<file path="config.mk">
export PLATFORM = sky130hd
export DESIGN_NAME = gru_gate_bwd
export DESIGN_NICKNAME = d
export VERILOG_FILES = /design/src/rtl/gru_pkg.sv /design/src/rtl/gru_qmul.sv /design/src/rtl/gru_gate_bwd.sv
export SDC_FILE = /design/constraint.sdc
export NUM_CORES = 1
export LEC_CHECK = 0
export ABC_CLOCK_PERIOD_IN_PS = 22700
export BUFFER_PORTS_ARGS = -buffer_cell sky130_fd_sc_hd__buf_4
export CAP_MARGIN = 25
export CORE_UTILIZATION = 60
export DETAILED_ROUTE_END_ITERATION = 12
export PLACE_DENSITY = 0.88
export SLEW_MARGIN = 20
export SYNTH_ARGS = -nofsm -noshare
export SYNTH_HDL_FRONTEND = slang
export SYNTH_SLANG_ARGS = --single-unit
</file>
<file path="constraint.sdc">
create_clock -name clk -period 22.7 [get_ports clk]
set_input_delay 2.27 -clock clk [delete_from_list [all_inputs] [get_ports clk]]
set_output_delay 2.27 -clock clk [all_outputs]
set_load 0.05 [all_outputs]
</file>
<file path="src/rtl/gru_pkg.sv">
// Shared constants, state encoding and Q2.14 saturation helpers for the GRU
// hidden-state backward datapath.
package gru_pkg;

  localparam int DATABIT = 16;
  localparam int FRAC    = 14;

  localparam logic signed [DATABIT-1:0] ONE_Q = 16'sh4000;
  localparam logic signed [DATABIT-1:0] QMAX  = 16'sh7FFF;
  localparam logic signed [DATABIT-1:0] QMIN  = 16'sh8000;

  typedef enum logic [2:0] {IDLE, P0, P1, P2, DONE} state_t;

  // A one-bit-wider sum overflowed when its top two bits disagree.
  function automatic logic is_ovf(input logic signed [DATABIT:0] v);
    return v[DATABIT] != v[DATABIT-1];
  endfunction

  function automatic logic signed [DATABIT-1:0] sat_word(input logic signed [DATABIT:0] v);
    if (!is_ovf(v)) return v[DATABIT-1:0];
    return v[DATABIT] ? QMIN : QMAX;
  endfunction

endpackage

</file>
<file path="src/rtl/gru_qmul.sv">
// Combinational signed fixed-point multiply with round-half-up and saturation
// to the word range; sat flags a clipped result.
module gru_qmul
  import gru_pkg::*;
#(
  parameter int DATABIT = gru_pkg::DATABIT,
  parameter int FRAC    = gru_pkg::FRAC
) (
  input  logic signed [DATABIT-1:0] a,
  input  logic signed [DATABIT-1:0] b,
  output logic signed [DATABIT-1:0] y,
  output logic                      sat
);

  localparam int PW = 2 * DATABIT + 1;
  localparam logic signed [PW-1:0] HALF  = PW'(1) <<< (FRAC - 1);
  localparam logic signed [PW-1:0] Y_MAX = (PW'(1) <<< (DATABIT - 1)) - PW'(1);
  localparam logic signed [PW-1:0] Y_MIN = -(PW'(1) <<< (DATABIT - 1));

  logic signed [PW-1:0] prod;
  logic signed [PW-1:0] shifted;

  always_comb begin
    prod    = PW'(a) * PW'(b);
    shifted = (prod + HALF) >>> FRAC;
    y       = shifted[DATABIT-1:0];
    sat     = 1'b0;
    if (shifted > Y_MAX) begin
      y   = {1'b0, {(DATABIT-1){1'b1}}};
      sat = 1'b1;
    end else if (shifted < Y_MIN) begin
      y   = {1'b1, {(DATABIT-1){1'b0}}};
      sat = 1'b1;
    end
  end

endmodule

</file>
<file path="src/rtl/gru_gate_bwd.sv">
// Backward pass of ht = zt*ht1 + (1-zt)*htb: one shared multiplier produces
// dzt, dht1 and dhtb over three cycles, with valid/ready on both sides.
module gru_gate_bwd
  import gru_pkg::*;
#(
  parameter int DATABIT = gru_pkg::DATABIT,
  parameter int FRAC    = gru_pkg::FRAC
) (
  input  logic               clk,
  input  logic               rst_n,
  input  logic               in_valid,
  output logic               in_ready,
  input  logic [DATABIT-1:0] delta,
  input  logic [DATABIT-1:0] zt,
  input  logic [DATABIT-1:0] ht1,
  input  logic [DATABIT-1:0] htb,
  output logic               out_valid,
  input  logic               out_ready,
  output logic [DATABIT-1:0] dzt,
  output logic [DATABIT-1:0] dht1,
  output logic [DATABIT-1:0] dhtb,
  output logic               out_sat
);

  state_t state;

  logic signed [DATABIT-1:0] delta_q, zt_q, diff_q, omz_q;
  logic signed [DATABIT:0]   diff_wide, omz_wide;
  logic signed [DATABIT-1:0] mul_b, mul_y;
  logic                      mul_sat;

  assign diff_wide = $signed({ht1[DATABIT-1], ht1}) - $signed({htb[DATABIT-1], htb});
  assign omz_wide  = $signed({ONE_Q[DATABIT-1], ONE_Q}) - $signed({zt[DATABIT-1], zt});

  // delta is always the left operand; the state picks which factor it meets.
  always_comb begin
    mul_b = diff_q;
    case (state)
      P1:      mul_b = zt_q;
      P2:      mul_b = omz_q;
      default: mul_b = diff_q;
    endcase
  end

  gru_qmul #(
    .DATABIT(DATABIT),
    .FRAC   (FRAC)
  ) u_qmul (
    .a  (delta_q),
    .b  (mul_b),
    .y  (mul_y),
    .sat(mul_sat)
  );

  always_ff @(posedge clk or negedge rst_n) begin
    if (!rst_n) begin
      state     <= IDLE;
      in_ready  <= 1'b1;
      out_valid <= 1'b0;
      delta_q   <= '0;
      zt_q      <= '0;
      diff_q    <= '0;
      omz_q     <= '0;
      dzt       <= '0;
      dht1      <= '0;
      dhtb      <= '0;
      out_sat   <= 1'b0;
    end else begin
      case (state)
        IDLE: begin
          if (in_valid) begin
            delta_q  <= delta;
            zt_q     <= zt;
            diff_q   <= sat_word(diff_wide);
            omz_q    <= sat_word(omz_wide);
            out_sat  <= is_ovf(diff_wide) | is_ovf(omz_wide);
            in_ready <= 1'b0;
            state    <= P0;
          end
        end
        P0: begin
          dzt     <= mul_y;
          out_sat <= out_sat | mul_sat;
          state   <= P1;
        end
        P1: begin
          dht1    <= mul_y;
          out_sat <= out_sat | mul_sat;
          state   <= P2;
        end
        P2: begin
          dhtb      <= mul_y;
          out_sat   <= out_sat | mul_sat;
          out_valid <= 1'b1;
          state     <= DONE;
        end
        DONE: begin
          if (out_ready) begin
            out_valid <= 1'b0;
            in_ready  <= 1'b1;
            state     <= IDLE;
          end
        end
        default: begin
          out_valid <= 1'b0;
          in_ready  <= 1'b1;
          state     <= IDLE;
        end
      endcase
    end
  end

endmodule
</file>
==> results.py, run 1 <==
metrics = {
    "run_status": {
        "status": "complete, but fails checks",
        "violations": "DRC",
    },
    "setup_path": {
        "r2r-start": "state[2]",
        "critPathKind": "reg -> reg",
        "cp_data_required_time_ps": 23030,
        "worstSetupStartpointType": "flop",
        "end_kind": "flop",
        "reg2reg_depth": 25,
        "worstPathMaxFanout": 31,
        "critPathArrivalTime_ps": 8760,
        "crit_start": "state[2]",
    },
    "die": {
        "ios": 119,
        "die_w_um": 166,
        "placementRows": 59,
        "fp.dieArea_um2": 27700,
        "initial_core_util_pct": 61.8,
        "coreArea_um2": 26300,
        "die_y_um": 166,
    },
    "sta": {
        "final-setup-viol-count": 0,
        "grt_setup_unrepaired": "false",
        "worstMarginPinSlew_ps": 884,
        "max_freq_mhz": 119,
        "fin_setup_tns_ps": 0,
        "relSlewSlack_pct": 41.1,
        "drv_slew": 0,
        "min_period_ps": 8430,
        "clock_skew_ps": 20.5,
        "period_share_pct": 37.1,
        "hold_violations": 0,
    },
    "final_layout": {
        "nets": 2344,
        "n_antenna_cell": 0,
        "seq_area_um2": 2950,
        "area_delta_synth_final_pct": 10.7,
        "multi_input_area_um2": 11700,
        "n_fill_cell": 1920,
        "drive_gt1_share_pct": 10.5,
    },
    "synthesis": {
        "ys_warn_count": 0,
        "synth_top_area_share_pct": 33.1,
        "ys_top_cells_by_count": "332 x inv_1, 294 x nand2_1, 268 x fa_1",
        "async_flop_share_pct": 100,
        "synth_enable_flop_cells": 0,
        "synth_area_per_cell_um2": 8.85,
        "ys.flop_type": "dfrtp_1",
        "syn_inst": 1834,
        "yosysMostFrequentCell": "inv_1",
        "yosysTopAreaCell": "fa_1",
        "syn_area_um2": 16200,
        "yosysSeqAreaShare_pct": 18.2,
        "ys_top_cells_by_area": "fa_1 33%, dfrtp_1 18%, inv_1 7.7%",
        "ys_ff_latch": 118,
        "yosysUniqueCellTypes": 65,
        "synth_nets": 2265,
    },
    "global_route": {
        "antenna_found_initial": 0,
        "overflow": 0,
        "groute.usage.overall_pct": 32.4,
        "grt_start_max_net_pins": 78,
        "grt_pass1_wl_mm": 70.8,
        "grt_pass1_vias": 14400,
    },
    "place": {
        "port_buffers": 118,
        "hpwlAfterDp_mm": 32.5,
        "gp_congestion": 0.920,
    },
    "clock_network": {
        "cts_resized": 0,
        "cts.clk_slew.worst_paths_ps": 70,
        "postCtsHoldBufs": 0,
        "root_buffer": "clkbuf_16",
        "cts_buffers": 17,
        "clock_path_buffers": 2,
        "clkLatencyLatePin_ps": 440,
        "htreeDepth": 4,
        "cts_tree": "built",
        "clkSinkCount": 118,
        "cts_setup_buffers": 0,
    },
    "route": {
        "routed_wl_mm": 42.3,
        "wl_per_cell_um": 18.7,
        "drc": 2,
        "drt_iter0_markers": 1053,
        "detail-route-antenna-nets": 0,
        "drt_pass1_iterations": 11,
        "vias_per_cell": 5.91,
        "vias": 13400,
    },
    "min_path": {
        "min_path_cells": 2,
        "holdCritPathClass": "reg -> reg",
        "worstHoldStart": "omz_q[0]",
    },
    "run": {
        "maxCapViolations": 0,
    },
}
state kept, by name (all words and copies together) (netlist names):
register and cells:
delta_q 16, dht1 16, dhtb 16, diff_q 16
dzt 16, omz_q 16, zt_q 16, state 3
in_ready 1, out_sat 1, out_valid 1
cell usage in the layout, fill, tap and decap left out, types with 10 or more instances in the layout:
| cell | Yosys | final |
|---|---|---|
| buf_4 | 0 | 137 |
| nor2_1 | 94 | 92 |
| dfrtp_1 | 117 | 117 |
| nor2b_1 | 90 | 90 |
| o21ai_0 | 67 | 67 |
| nand3_1 | 12 | 12 |
| fa_1 | 268 | 268 |
| inv_1 | 332 | 332 |
| xor2_1 | 13 | 13 |
| mux2i_1 | 18 | 18 |
| a31oi_1 | 54 | 54 |
| ha_1 | 95 | 95 |
| a21oi_1 | 65 | 65 |
| o21a_1 | 10 | 10 |
| clkbuf_16 | 0 | 17 |
| o21ai_1 | 12 | 10 |
| xnor2_1 | 33 | 33 |
| and2_1 | 43 | 43 |
| nand2_1 | 294 | 294 |
| nand2b_1 | 19 | 18 |
path summary, 6_finish.rpt:
check | slack, ps | endpoint
max | 14270 | dzt[10]
min | 480 | omz_q[0]
max reg2reg | 14270 | dzt[10]
min reg2reg | 480 | omz_q[0]
max in group asynchronous | 19450 | delta_q[3]
min in group asynchronous | 1880 | zt_q[3]
layer usage:
metal,vias to the layer above,GRT usage [%],routed length [µm]
met1,6646,37.5,14800
met4,0,18.7,2490
li1,5858,-,-
met3,189,4.56,3080
met5,-,0,0
met2,674,57.7,21900
stage by stage:
stage	utilization (%)	cell area, µm²	hold WS (ps)	cells	setup WS (ps)
floorplan	-	16200	443	1834	15190
global placement	66.0	17400	457	2227	14310
detailed placement	66.1	17400	466	2228	14010
CTS	68.3	17900	483	2260	13920
global route	68.4	18000	499	2261	13780
finish	68.4	18000	480	2261	14270
cell families (layout without fill, tap and decap cells):
| kind of cell | Yosys count | after routing | share of synthesized area [%] |
|---|---|---|---|
| flip-flops | 118 | 118 | 18.2 |
| XOR/XNOR | 46 | 46 | 2.48 |
| AO/OA/AOI/OAI | 263 | 263 | 9.84 |
| multiplexers | 23 | 23 | 1.55 |
| adder cells (fa/ha/maj) | 364 | 364 | 40.4 |
| buffers and inverters | 411 | 503 | 9.82 |
| AND/OR/NAND/NOR | 609 | 609 | 17.7 |
layout make-up:
cell class              count  area share (%)
clock buffers              17            2.37
repair buffers            139            5.87
multi-input cells        1305            65.2
flip-flops and latches    118            16.4
well taps                 335            2.33
clock inverters            15           0.857
inverters                 332            6.94
critical path, stage by stage (launching register included):
cell	delay, ps
dfrtp_1	540
nand2b_2	600
o21ai_0	220
buf_4	250
nand2_1	130
inv_1	70
fa_1	670
inv_1	110
fa_1	670
inv_1	230
fa_1	470
fa_1	570
inv_1	80
fa_1	540
inv_1	50
fa_1	430
ha_1	470
nand2_1	110
nor3_1	360
o211ai_1	140
a21oi_1	160
nor3b_1	80
xnor2_1	530
a41o_2	420
nand2_1	170
a31oi_1	250
Power of run 1 is left out: the tool's default activity adds up to more than one toggle a clock period on the data nets, which glitch-free logic cannot reach.
==> run 2: changes to the inputs <==
Settings changed: ABC_CLOCK_PERIOD_IN_PS 22700 to 8400.
Clock period 22.7 ns to 8.4 ns, I/O delays scaled along.
==> results.py, run 2 (synthesis results as in run 1) <==
metrics = {
    "clock_network": {
        "clock_path_buffers": 2,
        "postCtsHoldBufs": 0,
        "root_buffer": "clkbuf_16",
        "clkSinkCount": 118,
        "cts.clk_slew.worst_paths_ps": 70,
        "cts_tree": "built",
        "cts_buffers": 17,
        "clkLatencyLatePin_ps": 440,
        "htreeDepth": 4,
    },
    "run_status": {
        "status": "finished, final reports clean",
    },
    "route": {
        "vias": 13500,
        "vias_per_cell": 5.91,
        "routed_wl_mm": 43.7,
        "wl_per_cell_um": 19.2,
        "drt_pass1_iterations": 11,
        "drc": 0,
        "drt_iter0_markers": 1048,
        "detail-route-antenna-nets": 0,
    },
    "setup_path": {
        "end_kind": "flop",
        "slowest_delay_ps": 700,
        "critPathKind": "reg -> reg",
        "cp_slowest_cell": "fa_1",
        "critPathArrivalTime_ps": 8260,
        "worstPathMaxFanout": 18,
        "worstSetupStartpointType": "flop",
        "reg2reg_to": "dht1[4]",
        "cp.depth": 25,
        "reg2reg_depth": 25,
        "cp_data_required_time_ps": 8740,
        "critPathBufInv": 6,
        "cp_top_family": "adder cells",
        "path_common_cell": "fa_1",
        "r2r_slack_ps": 480,
        "r2r-start": "state[2]",
    },
    "min_path": {
        "min_path_cells": 2,
        "min_to": "zt_q[7]",
        "worstHoldStart": "zt_q[7]",
        "holdCritPathClass": "reg -> reg",
    },
    "final_layout": {
        "final_common_cell": "inv_1",
        "drive_gt1_share_pct": 11.3,
        "n_antenna_cell": 0,
        "final_cell_mix": "331 x inv_1, 294 x nand2_1, 268 x fa_1",
        "area_delta_synth_final_pct": 11.7,
        "nets": 2361,
    },
    "sta": {
        "min_period_ps": 7920,
        "fin_setup_tns_ps": 0,
        "relSlewSlack_pct": 44.0,
        "max_freq_mhz": 126,
        "drv_slew": 0,
        "final-setup-viol-count": 0,
        "clock_skew_ps": 21.3,
        "grt_setup_unrepaired": "false",
        "hold_violations": 0,
        "period_share_pct": 94.3,
        "worstMarginPinSlew_ps": 840,
    },
    "die": {
        "fp.dieArea_um2": 27700,
        "initial_core_util_pct": 61.8,
        "coreArea_um2": 26300,
        "die_y_um": 166,
        "die_w_um": 166,
        "placementRows": 59,
        "ios": 119,
    },
    "global_route": {
        "grt_start_max_net_pins": 66,
        "grt_pass1_wl_mm": 72.9,
        "grt_pass1_vias": 14400,
        "antenna_found_initial": 0,
        "groute.usage.overall_pct": 33.9,
        "overflow": 0,
    },
    "place": {
        "gp_congestion": 0.944,
        "hpwlAfterDp_mm": 33.2,
        "port_buffers": 118,
    },
    "run": {
        "maxCapViolations": 0,
    },
}
run 2: timing repair:
item                                    4_1_cts  5_1_grt
resized for setup                             0        7
endpoints found under the hold margin         0        0
setup buffers                                 0        3
endpoints found under the setup margin        0       49
run 2: per-layer routing:
layer / wire length (µm) / track usage (%) / part of all wire [%]
met1: 15400 / 39.0 / 35
met3: 3280 / 7.11 / 7.5
met2: 21900 / 57.6 / 50
met5: 0 / 0 / 0
met4: 3030 / 22.5 / 6.9
run 2: cell type report:
type	instances	area (µm²)
clock buffer	17	425
clock inverter	15	159
fill	1940	8150
inverter	332	1250
multi-input combinational	1305	11700
sequential	118	2960
tap	335	419
timing repair buffer	156	1190
run 2: through the flow:
stage	instance area [µm²]	setup slack [ps]	hold WS, ps	std cells	utilization [%]
floorplan	16200	890	443	1834	-
global placement	17500	367	458	2242	66.5
detailed placement	17500	172	463	2242	66.5
CTS	18100	67.7	479	2274	68.7
global route	18100	27.7	513	2278	69.0
finish	18100	480	479	2278	69.0
run 2: worst max path at each step:
stage	from	end	slack (ps)
6_report	state[2]	dht1[4]	480
5_1_grt	state[2]	dht1[4]	30
4_1_cts	state[2]	dhtb[11]	70
3_5_place_dp	state[2]	dhtb[11]	170
3_3_place_gp	state[2]	dht1[6]	370
2_1_floorplan	state[0]	dzt[8]	890
run 2: tightest hold or removal path, cell delays in order (launching register included):
cell     delay (ps)
dfrtp_1         340
nand2_1          50
nand2_1          50
Power of run 2 is left out for the same reason.
